$ cat config.mk
export PLATFORM = sky130hd
export DESIGN_NAME = temp_led_bargraph
export DESIGN_NICKNAME = d
export VERILOG_FILES = /design/src/rtl/temp_led_pkg.sv /design/src/rtl/temp_led_avg.sv /design/src/rtl/temp_led_bargraph.sv
export SDC_FILE = /design/constraint.sdc
export NUM_CORES = 1
export LEC_CHECK = 0
export ABC_AREA = 0
export BUFFER_PORTS_ARGS = -buffer_cell sky130_fd_sc_hd__buf_2
export CAP_MARGIN = 25
export CORE_MARGIN = 2
export CORE_UTILIZATION = 63
export DETAILED_ROUTE_END_ITERATION = 10
export PLACE_DENSITY_LB_ADDON = 0.1
export SYNTH_ARGS = -nofsm -noshare
export SYNTH_HDL_FRONTEND = slang
export SYNTH_SLANG_ARGS = --single-unit
$ cat constraint.sdc
create_clock -name clk -period 8 [get_ports clk]
set_input_delay 0.8 -clock clk [delete_from_list [all_inputs] [get_ports clk]]
set_output_delay 0.8 -clock clk [all_outputs]
set_load 0.01 [all_outputs]
$ cat src/rtl/temp_led_pkg.sv
// Shared constants and helpers for the temperature LED bar graph.
// Default thresholds run from 80 C down to 30 C; a lower ADC count means hotter.
package temp_led_pkg;

  localparam int LED_MAX = 64;

  function automatic logic [31:0] thr_default(input int idx);
    case (idx)
      0:       return 32'd3550;
      1:       return 32'd3576;
      2:       return 32'd3595;
      3:       return 32'd3625;
      4:       return 32'd3643;
      5:       return 32'd3666;
      default: return '1;
    endcase
  endfunction

  // Build the bar pattern.
  // The top (led_w-num_lvl) bits are always lit.
  // `lvl` ones then fill downward from bit num_lvl-1.
  function automatic logic [LED_MAX-1:0] bar_pattern(input int lvl, input int led_w,
                                                     input int num_lvl);
    logic [LED_MAX-1:0] p;
    p = '0;
    for (int i = 0; i < LED_MAX; i++) begin
      if (i < led_w && i >= num_lvl - lvl) p[i] = 1'b1;
    end
    return p;
  endfunction

endpackage

$ cat src/rtl/temp_led_avg.sv
// Boxcar averager: sums 2^AVG_LOG2 valid samples.
// Publishes the truncated mean together with a one-cycle strobe.
module temp_led_avg #(
  parameter int ADC_W    = 12,
  parameter int AVG_LOG2 = 2
) (
  input  logic             clk,
  input  logic             rst,
  input  logic             adc_valid,
  input  logic [ADC_W-1:0] adc_dout,
  output logic [ADC_W-1:0] avg_out,
  output logic             avg_vld
);

  localparam int ACC_W = ADC_W + AVG_LOG2;
  localparam int CNT_W = (AVG_LOG2 > 0) ? AVG_LOG2 : 1;

  logic [ACC_W-1:0] acc;
  logic [ACC_W-1:0] sum;
  logic [CNT_W-1:0] cnt;
  logic             last;

  assign sum  = acc + ACC_W'(adc_dout);
  assign last = (cnt == CNT_W'((1 << AVG_LOG2) - 1));

  always_ff @(posedge clk) begin
    if (rst) begin
      acc     <= '0;
      cnt     <= '0;
      avg_out <= '0;
      avg_vld <= 1'b0;
    end else begin
      avg_vld <= 1'b0;
      if (adc_valid) begin
        if (last) begin
          avg_out <= ADC_W'(sum >> AVG_LOG2);
          avg_vld <= 1'b1;
          acc     <= '0;
          cnt     <= '0;
        end else begin
          acc <= sum;
          cnt <= cnt + CNT_W'(1);
        end
      end
    end
  end

endmodule

$ cat src/rtl/temp_led_bargraph.sv
// Temperature bar graph: averaged ADC samples are mapped to a heat level with
// cooling hysteresis, then shown on the LED array; the hottest level blinks.
module temp_led_bargraph
  import temp_led_pkg::*;
#(
  parameter int ADC_W     = 12,
  parameter int LED_W     = 8,
  parameter int NUM_LVL   = 6,
  parameter int AVG_LOG2  = 2,
  parameter int HYST      = 4,
  parameter int BLINK_DIV = 25000000,
  localparam int IDX_W    = (NUM_LVL > 1) ? $clog2(NUM_LVL) : 1,
  localparam int LVL_W    = $clog2(NUM_LVL + 1)
) (
  input  logic             clk,
  input  logic             rst,
  input  logic             adc_valid,
  input  logic [ADC_W-1:0] adc_dout,
  input  logic             thr_we,
  input  logic [IDX_W-1:0] thr_idx,
  input  logic [ADC_W-1:0] thr_data,
  output logic [LED_W-1:0] led,
  output logic [LVL_W-1:0] level,
  output logic [ADC_W-1:0] avg_out,
  output logic             alarm
);

  localparam int BC_W = (BLINK_DIV > 1) ? $clog2(BLINK_DIV) : 1;

  logic             avg_vld;
  logic [ADC_W-1:0] thr [NUM_LVL];
  logic [ADC_W-1:0] avg_h;
  logic [LVL_W-1:0] cand, dn;
  logic [LED_W-1:0] led_bar;
  logic             alarm_nxt, phase, phase_nxt;
  logic [BC_W-1:0]  blink_cnt, cnt_nxt;

  temp_led_avg #(.ADC_W(ADC_W), .AVG_LOG2(AVG_LOG2)) u_avg (
    .clk      (clk),
    .rst      (rst),
    .adc_valid(adc_valid),
    .adc_dout (adc_dout),
    .avg_out  (avg_out),
    .avg_vld  (avg_vld)
  );

  // Writes land at the edge, so a write during avg_vld cannot affect that comparison.
  always_ff @(posedge clk) begin
    if (rst) begin
      for (int i = 0; i < NUM_LVL; i++)
        thr[i] <= (i < 6) ? ADC_W'(thr_default(i)) : '1;
    end else if (thr_we && int'(thr_idx) < NUM_LVL) begin
      thr[thr_idx] <= thr_data;
    end
  end

  always_comb begin
    cand  = '0;
    dn    = '0;
    avg_h = (avg_out >= ADC_W'(HYST)) ? avg_out - ADC_W'(HYST) : '0;
    for (int i = 0; i < NUM_LVL; i++) begin
      if (avg_out <= thr[i]) cand = cand + LVL_W'(1);
      if (avg_h <= thr[i])   dn   = dn + LVL_W'(1);
    end
  end

  always_ff @(posedge clk) begin
    if (rst) begin
      level <= '0;
    end else if (avg_vld) begin
      if (cand > level)   level <= cand;
      else if (dn < level) level <= dn;
    end
  end

  assign led_bar   = LED_W'(bar_pattern(int'(level), LED_W, NUM_LVL));
  assign alarm_nxt = (level == LVL_W'(NUM_LVL));

  // Entering alarm always starts with the array lit and a fresh half-period.
  always_comb begin
    phase_nxt = 1'b0;
    cnt_nxt   = '0;
    if (alarm_nxt) begin
      if (!alarm) begin
        phase_nxt = 1'b1;
      end else if (blink_cnt == BC_W'(BLINK_DIV - 1)) begin
        phase_nxt = ~phase;
      end else begin
        phase_nxt = phase;
        cnt_nxt   = blink_cnt + BC_W'(1);
      end
    end
  end

  always_ff @(posedge clk) begin
    if (rst) begin
      led       <= LED_W'(bar_pattern(0, LED_W, NUM_LVL));
      alarm     <= 1'b0;
      phase     <= 1'b0;
      blink_cnt <= '0;
    end else begin
      led       <= alarm_nxt ? {LED_W{phase_nxt}} : led_bar;
      alarm     <= alarm_nxt;
      phase     <= phase_nxt;
      blink_cnt <= cnt_nxt;
    end
  end

endmodule

==> Word-level counts from Yosys, hierarchy flattened <==
Memory sizes are Yosys's and may differ from the RTL's.
Cells that the tools add are included.
Widths: inputs -> output; s select.
{ "totals": {"regBits": 67, "ramBits": 72, "inputBits": 31, "out_inout_bits": 24, "word_cells": 107, "mem_count": 1} }
{ "classes": {"addsub": 15, "magnitude_cmp": 24, "n_eq_ne": 3, "muxes": 44, "n_bitwise": 4, "reduce_logical": 7} }
{ "mem_list": {"columns": ["name", "words", "width", "read_ports", "rd_clocked_by_memory_dff", "wr", "line_no", "source"], "rows": [
  ["thr", 6, 12, 6, 0, 6, "temp_led_bargraph.sv:31", "logic [ADC_W-1:0] thr [NUM_LVL];"]
]} }
{ "op_table": {"columns": ["operator", "count"], "rows": [
  ["$le 12x12->1", 12],
  ["$ge 4x32->1 const A", 4],
  ["$mux 12", 8],
  ["$ge 3x32->1 const A", 2],
  ["$mux 3", 13],
  ["$ge 1x32->1 const A", 1],
  ["$ge 2x32->1 const A", 1],
  ["$add 3x1->3 const B", 10],
  ["$add 25x1->25 const B", 1],
  ["$eq 25x25->1 const B", 1],
  ["$mux 1", 20],
  ["$add 14x12->14", 1],
  ["$mux 14", 1],
  ["$ge 12x3->1 const B", 1],
  ["$reduce_or 12->1", 1],
  ["$sub 12x3->12 const B", 1],
  ["$mux 8", 1],
  ["$not 1->1", 4],
  ["$reduce_and 2->1", 2],
  ["$reduce_or 4->1", 1],
  ["$sub 3x3->4 const A", 1],
  ["$eq 3x3->1 const B", 1],
  ["$gt 3x3->1", 1],
  ["$lt 3x3->1", 1],
  ["7 further kinds", 7]
]} }

==> Depth between registers and ports, before layout <==
{ "depth": {"depth_word": 17, "mapped_depth": 32, "depth_no_buf": 31} }

==> Hierarchy <==
Synthesis repeated with hierarchy kept, for this count alone.
{ "hier_totals": {"hier_cells": 1103, "hier_area_um2": 10108.4} }
{ "modules_own_cells": {"columns": ["mod", "n_inst", "cells_per_inst", "area_each_um2", "seq_area_each_um2"], "rows": [
  ["temp_led_bargraph", 1, 912, 8493.1, 2922.8],
  ["temp_led_avg", 1, 191, 1615.3, 580.6]
]} }

==> Worst setup path after synthesis <==
OpenSTA, ideal clock, no wires.
{ "synth_timing": {"path_type": "reg2reg", "start": "register u_avg.avg_out[2]", "end": "register level[0]", "setup_time_ns": 0.072, "t_arrival_ns": 6.110, "required_time_ns": 7.928, "slack_ns": 1.818, "stages_incl_launch_ff": 29, "n_path_buf": 1, "synth_period_minus_slack_ns": 6.182, "path_cell_list": "dfxtp_1 > inv_1 > ha_1 > or3b_4 > nor3_1 > and3_1 > clkbuf_1 > nor2_1 > ha_1 > and4_1 > nand4_1 > a211oi_1 > mux2i_1 > a31oi_2 > mux2i_1 > ha_1 > o21bai_1 > o21a_1 > ha_1 > nand2b_1 > nand2_1 > ha_1 > nand2_1 > xnor3_1 > ha_1 > a21oi_1 > o21ai_0 > a31oi_4 > mux2i_1"} }
{ "synth_via": {"elab_chain_len": 17, "elab_cells_between_ends": 43, "cone_classes": "add/sub: 11; order compare: 15; mux: 15; reduce/logical: 2"} }
{ "synth_rtl": {"columns": ["item", "line_no", "source"], "rows": [
  ["start, declared", "temp_led_avg.sv:11", "output logic [ADC_W-1:0] avg_out,"],
  ["start signal, assigned", "temp_led_avg.sv:36", "avg_out <= ADC_W'(sum >> AVG_LOG2);"],
  ["$sub 12x3->12 or $ge 12x3->1 (tied branches)", "temp_led_bargraph.sv:60", "avg_h = (avg_out >= ADC_W'(HYST)) ? avg_out - ADC_W'(HYST) : '0;"],
  ["$mux 12", "temp_led_bargraph.sv:60", null],
  ["$le 12x12->1", "temp_led_bargraph.sv:63", "if (avg_h <= thr[i]) dn = dn + LVL_W'(1);"],
  ["$mux 1", "temp_led_bargraph.sv:63", null],
  ["$add 3x1->3", "temp_led_bargraph.sv:63", null],
  ["$mux 3", "temp_led_bargraph.sv:63", null],
  ["$add 3x1->3", "temp_led_bargraph.sv:63", null],
  ["$mux 3", "temp_led_bargraph.sv:63", null],
  ["$add 3x1->3", "temp_led_bargraph.sv:63", null],
  ["$mux 3", "temp_led_bargraph.sv:63", null],
  ["$add 3x1->3", "temp_led_bargraph.sv:63", null],
  ["$mux 3", "temp_led_bargraph.sv:63", null],
  ["$add 3x1->3", "temp_led_bargraph.sv:63", null],
  ["$mux 3", "temp_led_bargraph.sv:63", null],
  ["$lt 3x3->1", "temp_led_bargraph.sv:72", "else if (dn < level) level <= dn;"],
  ["$reduce_bool 2->1 (no source line)", null, null],
  ["$reduce_and 2->1 (no source line)", null, null],
  ["end signal, assigned", "temp_led_bargraph.sv:71", "if (cand > level) level <= cand;"],
  ["end signal, assigned", "temp_led_bargraph.sv:72", null],
  ["end, declared", "temp_led_bargraph.sv:23", "output logic [LVL_W-1:0] level,"]
]} }
Several ways; a longest one is shown, not always the timed one. The select of a mux whose other input is x is not followed.
A chain may end at the register's enable or synchronous reset.

==> Worst setup path in the final report <==
{ "layout_timing": {"start": "register u_avg.avg_out[3]", "end": "register level[2]"} }
The elaborated chain is that of the path after synthesis.

==> impl_metrics.tcl <==
set metrics [dict create \
    run_status "finished, final reports clean" \
    max_stage_delay_ns 0.48 \
    clock_skew_ns 0.0129 \
    critical_path.n_buffers_inverters 1 \
    fin_ws_ns 0.910 \
    total_power_mw 2.02 \
    grt_usage_pct 31.9 \
    rr_endpoint "level[2]" \
    grt_start_max_net_pins 38 \
    worst_hold_margin_ns 0.473 \
    critical_path.endpoint_type "flop" \
    min_period_over_period_pct 88.6 \
    ff2ff_setup_slack_ns 0.91 \
    synth_top_cell_by_area "sky130_fd_sc_hd__ha_1" \
    fin_setup_tns_ns 0 \
    timing.final.hold_violations 0 \
    numPortBuffers 54 \
    vdd_drop_max_uv 191 \
    worst-setup-path-type "flop to flop" \
    detail_route.wl_per_cell_um 19.4 \
    synthFlopType "sky130_fd_sc_hd__edfxtp_1" \
    cellPowerDensity_nw_per_um2 177 \
    num_io_pins 55 \
    data_arrival_time_of_the_worst_path_ns 7.44 \
    required_ns 8.35 \
    synth.area.top_cells "sky130_fd_sc_hd__ha_1 21%, sky130_fd_sc_hd__edfxtp_1 21%, sky130_fd_sc_hd__dfxtp_1 13%" \
    cts_tree "built" \
    path_common_cell "sky130_fd_sc_hd__ha_1" \
    startpoint_type "flop" \
    final.min_clock_period_ns 7.09 \
    dr.first_iter.drc_count 940 \
    worst_pin_slew_ns 0.990 \
    syn_nets 1321 \
    reg2reg_from "u_avg.avg_out[3]" \
    finalMaxSlewViolations 0 \
    multi_input_comb_area_um2 6250 \
    netlist_top_cells_count "173 x sky130_fd_sc_hd__ha_1, 114 x sky130_fd_sc_hd__inv_1, 109 x sky130_fd_sc_hd__nor2_1" \
    antenna_cells_inserted 0 \
    numnets_final 1381 \
    drc 0 \
    p_leak_nw 5.47 \
    drt_first_pass_iters 5 \
    finalSetupViolCount 0 \
    worst_setup_hold_path_clk_slew_ns 0.07 \
    grt_antenna_before_repair 0 \
    cts.hold.buffers_added 0 \
    ff_latch_area_um2 3500 \
    layout.cells.non_filler 1405 \
    yosysTopAreaCellShare_pct 21.1 \
    dpl_worst_slack_ns 0.988 \
    cts_max_path_buffers 2 \
    synth_edf_count 72 \
    core.rowCount 46 \
    yosysWarningCount 0 \
    post_cts_resize_count 0 \
    placed_cells 1373 \
    critical_path_cell_count 27 \
    worstHoldPathType "flop to flop" \
    share_of_post_route_cells_with_drive_strength_above_1_pct 10.1 \
    worstSkewPairLatency_ns 0.42 \
    clock-sinks 139 \
    slew-limit-headroom_pct 33.5 \
    synthesis.area_per_instance_um2 9.20 \
    first_global_vias 7877 \
    final_antenna_net_count 0 \
    postCtsSetupRepairBufs 0 \
    syn2layout_area_growth_pct 11.0 \
    synth_sequential_area_ratio_pct 34.1 \
    grt_pass1_wl_um 42900 \
    finalWeightedCongestion 0.946 \
    fill_cell_count 1228 \
    syn-cell-area_um2 10300 \
    most_frequent_cell_after_synthesis "sky130_fd_sc_hd__ha_1" \
    floorplan.die.width_um 132 \
    numCtsBuffers 17 \
    r2r.worst_path.cells 27 \
    via_count 8470 \
    finish.utilization_pct 71.7 \
    grt-ovfl-total 0 \
    die_h_um 132 \
    maximum_net_fanout_on_the_critical_path 11 \
    ff_latch_count_synth 139 \
    routed_wirelength_um 27300 \
    die_area_um2 17300 \
    unrepaired_setup_endpoints_after_global_routing "false" \
    startpoint_of_the_worst_setup_timing_path "u_avg.avg_out[3]" \
    clockRootBuffer "sky130_fd_sc_hd__clkbuf_16" \
    critical-path-slowest-cell "sky130_fd_sc_hd__dfxtp_1" \
    timing.fmax_mhz 141 \
    fin_area_um2 11400 \
    detailed_place.area_um2 10800 \
    core_um2 15900 \
    cap_viol_max_count 0 \
    critPathTopFamily "simple AND/OR/NAND/NOR gates" \
    post_drt_via_cell_ratio 6.03 \
    synth_cells 1116 \
    setup.worst_path.end "level[2]" \
    start_util_pct 64.6 \
    share_of_synthesized_registers_carrying_an_async_set_or_reset_pct 0 \
    cts_max_level 4 \
    synth.lib_cells_used.distinct 80 \
    place_hpwl_um 21000 \
]
==> worst register-to-register path, cell delays in order, from the launching register on <==
cell and delay, ns:
sky130_fd_sc_hd__dfxtp_1 0.48, sky130_fd_sc_hd__inv_1 0.16, sky130_fd_sc_hd__ha_1 0.19, sky130_fd_sc_hd__or3b_4 0.43, sky130_fd_sc_hd__nor3_1 0.29, sky130_fd_sc_hd__and3_1 0.42, sky130_fd_sc_hd__nor2_1 0.26, sky130_fd_sc_hd__ha_1 0.36
sky130_fd_sc_hd__and4_1 0.26, sky130_fd_sc_hd__nand4_1 0.19, sky130_fd_sc_hd__a211oi_1 0.27, sky130_fd_sc_hd__mux2i_1 0.13, sky130_fd_sc_hd__a31oi_2 0.36, sky130_fd_sc_hd__mux2i_1 0.41, sky130_fd_sc_hd__ha_1 0.29, sky130_fd_sc_hd__o21bai_1 0.19
sky130_fd_sc_hd__o21a_1 0.13, sky130_fd_sc_hd__ha_1 0.28, sky130_fd_sc_hd__nand2b_1 0.12, sky130_fd_sc_hd__nand2_1 0.07, sky130_fd_sc_hd__ha_1 0.20, sky130_fd_sc_hd__nand2_1 0.08, sky130_fd_sc_hd__xnor3_1 0.35, sky130_fd_sc_hd__ha_1 0.31
sky130_fd_sc_hd__a21oi_1 0.15, sky130_fd_sc_hd__o21ai_0 0.14, sky130_fd_sc_hd__a31oi_4 0.28, sky130_fd_sc_hd__mux2i_1 0.21
==> final cells by class <==
| class | count | share of cell area (%) |
|---|---|---|
| clock buffer | 21 | 4.41 |
| clock inverter | 11 | 0.835 |
| inverter | 115 | 3.79 |
| multi-input combinational | 840 | 54.9 |
| sequential | 139 | 30.7 |
| tap | 216 | 2.37 |
| timing repair buffer | 63 | 2.96 |
==> routing by layer <==
layer | GRT usage, % | share of wire, %
met2 | 48.9 | 44
met3 | 4.67 | 8.7
met1 | 46.4 | 45
met5 | 0 | 0
met4 | 10.1 | 2.5
==> flip-flops by register name (all words and copies together), names as in the netlist <==
register and cells:
blink_cnt 25, u_avg.cnt 2, level 3, u_avg.acc 14, led 8, alarm 1, thr 72, u_avg.avg_out 12
u_avg.avg_vld 1, phase 1
==> cells by family (layout without fill, tap and decap cells) <==
family          count (synthesis)  in the layout  synth area share, %
fa+ha+maj                     176            176                 21.5
flops                         139            139                 34.1
compound gates                204            204                 13.6
simple gates                  395            395                 19.3
xor+xnor                       51             51                 5.05
mux                            14             14                 1.41
buf+inv                       137            210                 5.02
==> where the power goes <==
group	total (mW)	internal (mW)	switching, mW
logic	0.431	0.174	0.257
registers	0.806	0.786	0.0202
clock network	0.778	0.459	0.319
==> worst min-delay path by stage <==
stage | cells past startpoint | startpoint | slack (ns) | endpoint
global route | 1 | blink_cnt[0] | 0.50 | blink_cnt[0]
global placement | 1 | blink_cnt[0] | 0.44 | blink_cnt[0]
CTS | 1 | blink_cnt[0] | 0.47 | blink_cnt[0]
floorplan | 1 | blink_cnt[0] | 0.43 | blink_cnt[0]
finish | 1 | blink_cnt[0] | 0.47 | blink_cnt[0]
detailed placement | 1 | blink_cnt[0] | 0.46 | blink_cnt[0]
==> placed cells by master, fill, tap and decap left out, types with 13 or more instances in the layout <==
master                      count
sky130_fd_sc_hd__o21ai_0       28
sky130_fd_sc_hd__ha_1         173
sky130_fd_sc_hd__a21oi_1       58
sky130_fd_sc_hd__o21a_1        15
sky130_fd_sc_hd__and3_1        13
sky130_fd_sc_hd__nand2b_1      19
sky130_fd_sc_hd__xor2_1        21
sky130_fd_sc_hd__nand2_1      103
sky130_fd_sc_hd__buf_2         54
sky130_fd_sc_hd__nand3_1       24
sky130_fd_sc_hd__xnor2_1       24
sky130_fd_sc_hd__nor3_1        13
sky130_fd_sc_hd__edfxtp_1      72
sky130_fd_sc_hd__inv_1        114
sky130_fd_sc_hd__a21o_1        40
sky130_fd_sc_hd__nand4_1       29
sky130_fd_sc_hd__nor2b_1       30
sky130_fd_sc_hd__nor2_1       109
sky130_fd_sc_hd__dfxtp_1       67
sky130_fd_sc_hd__clkbuf_16     19
(Power assumes the default switching activity.)
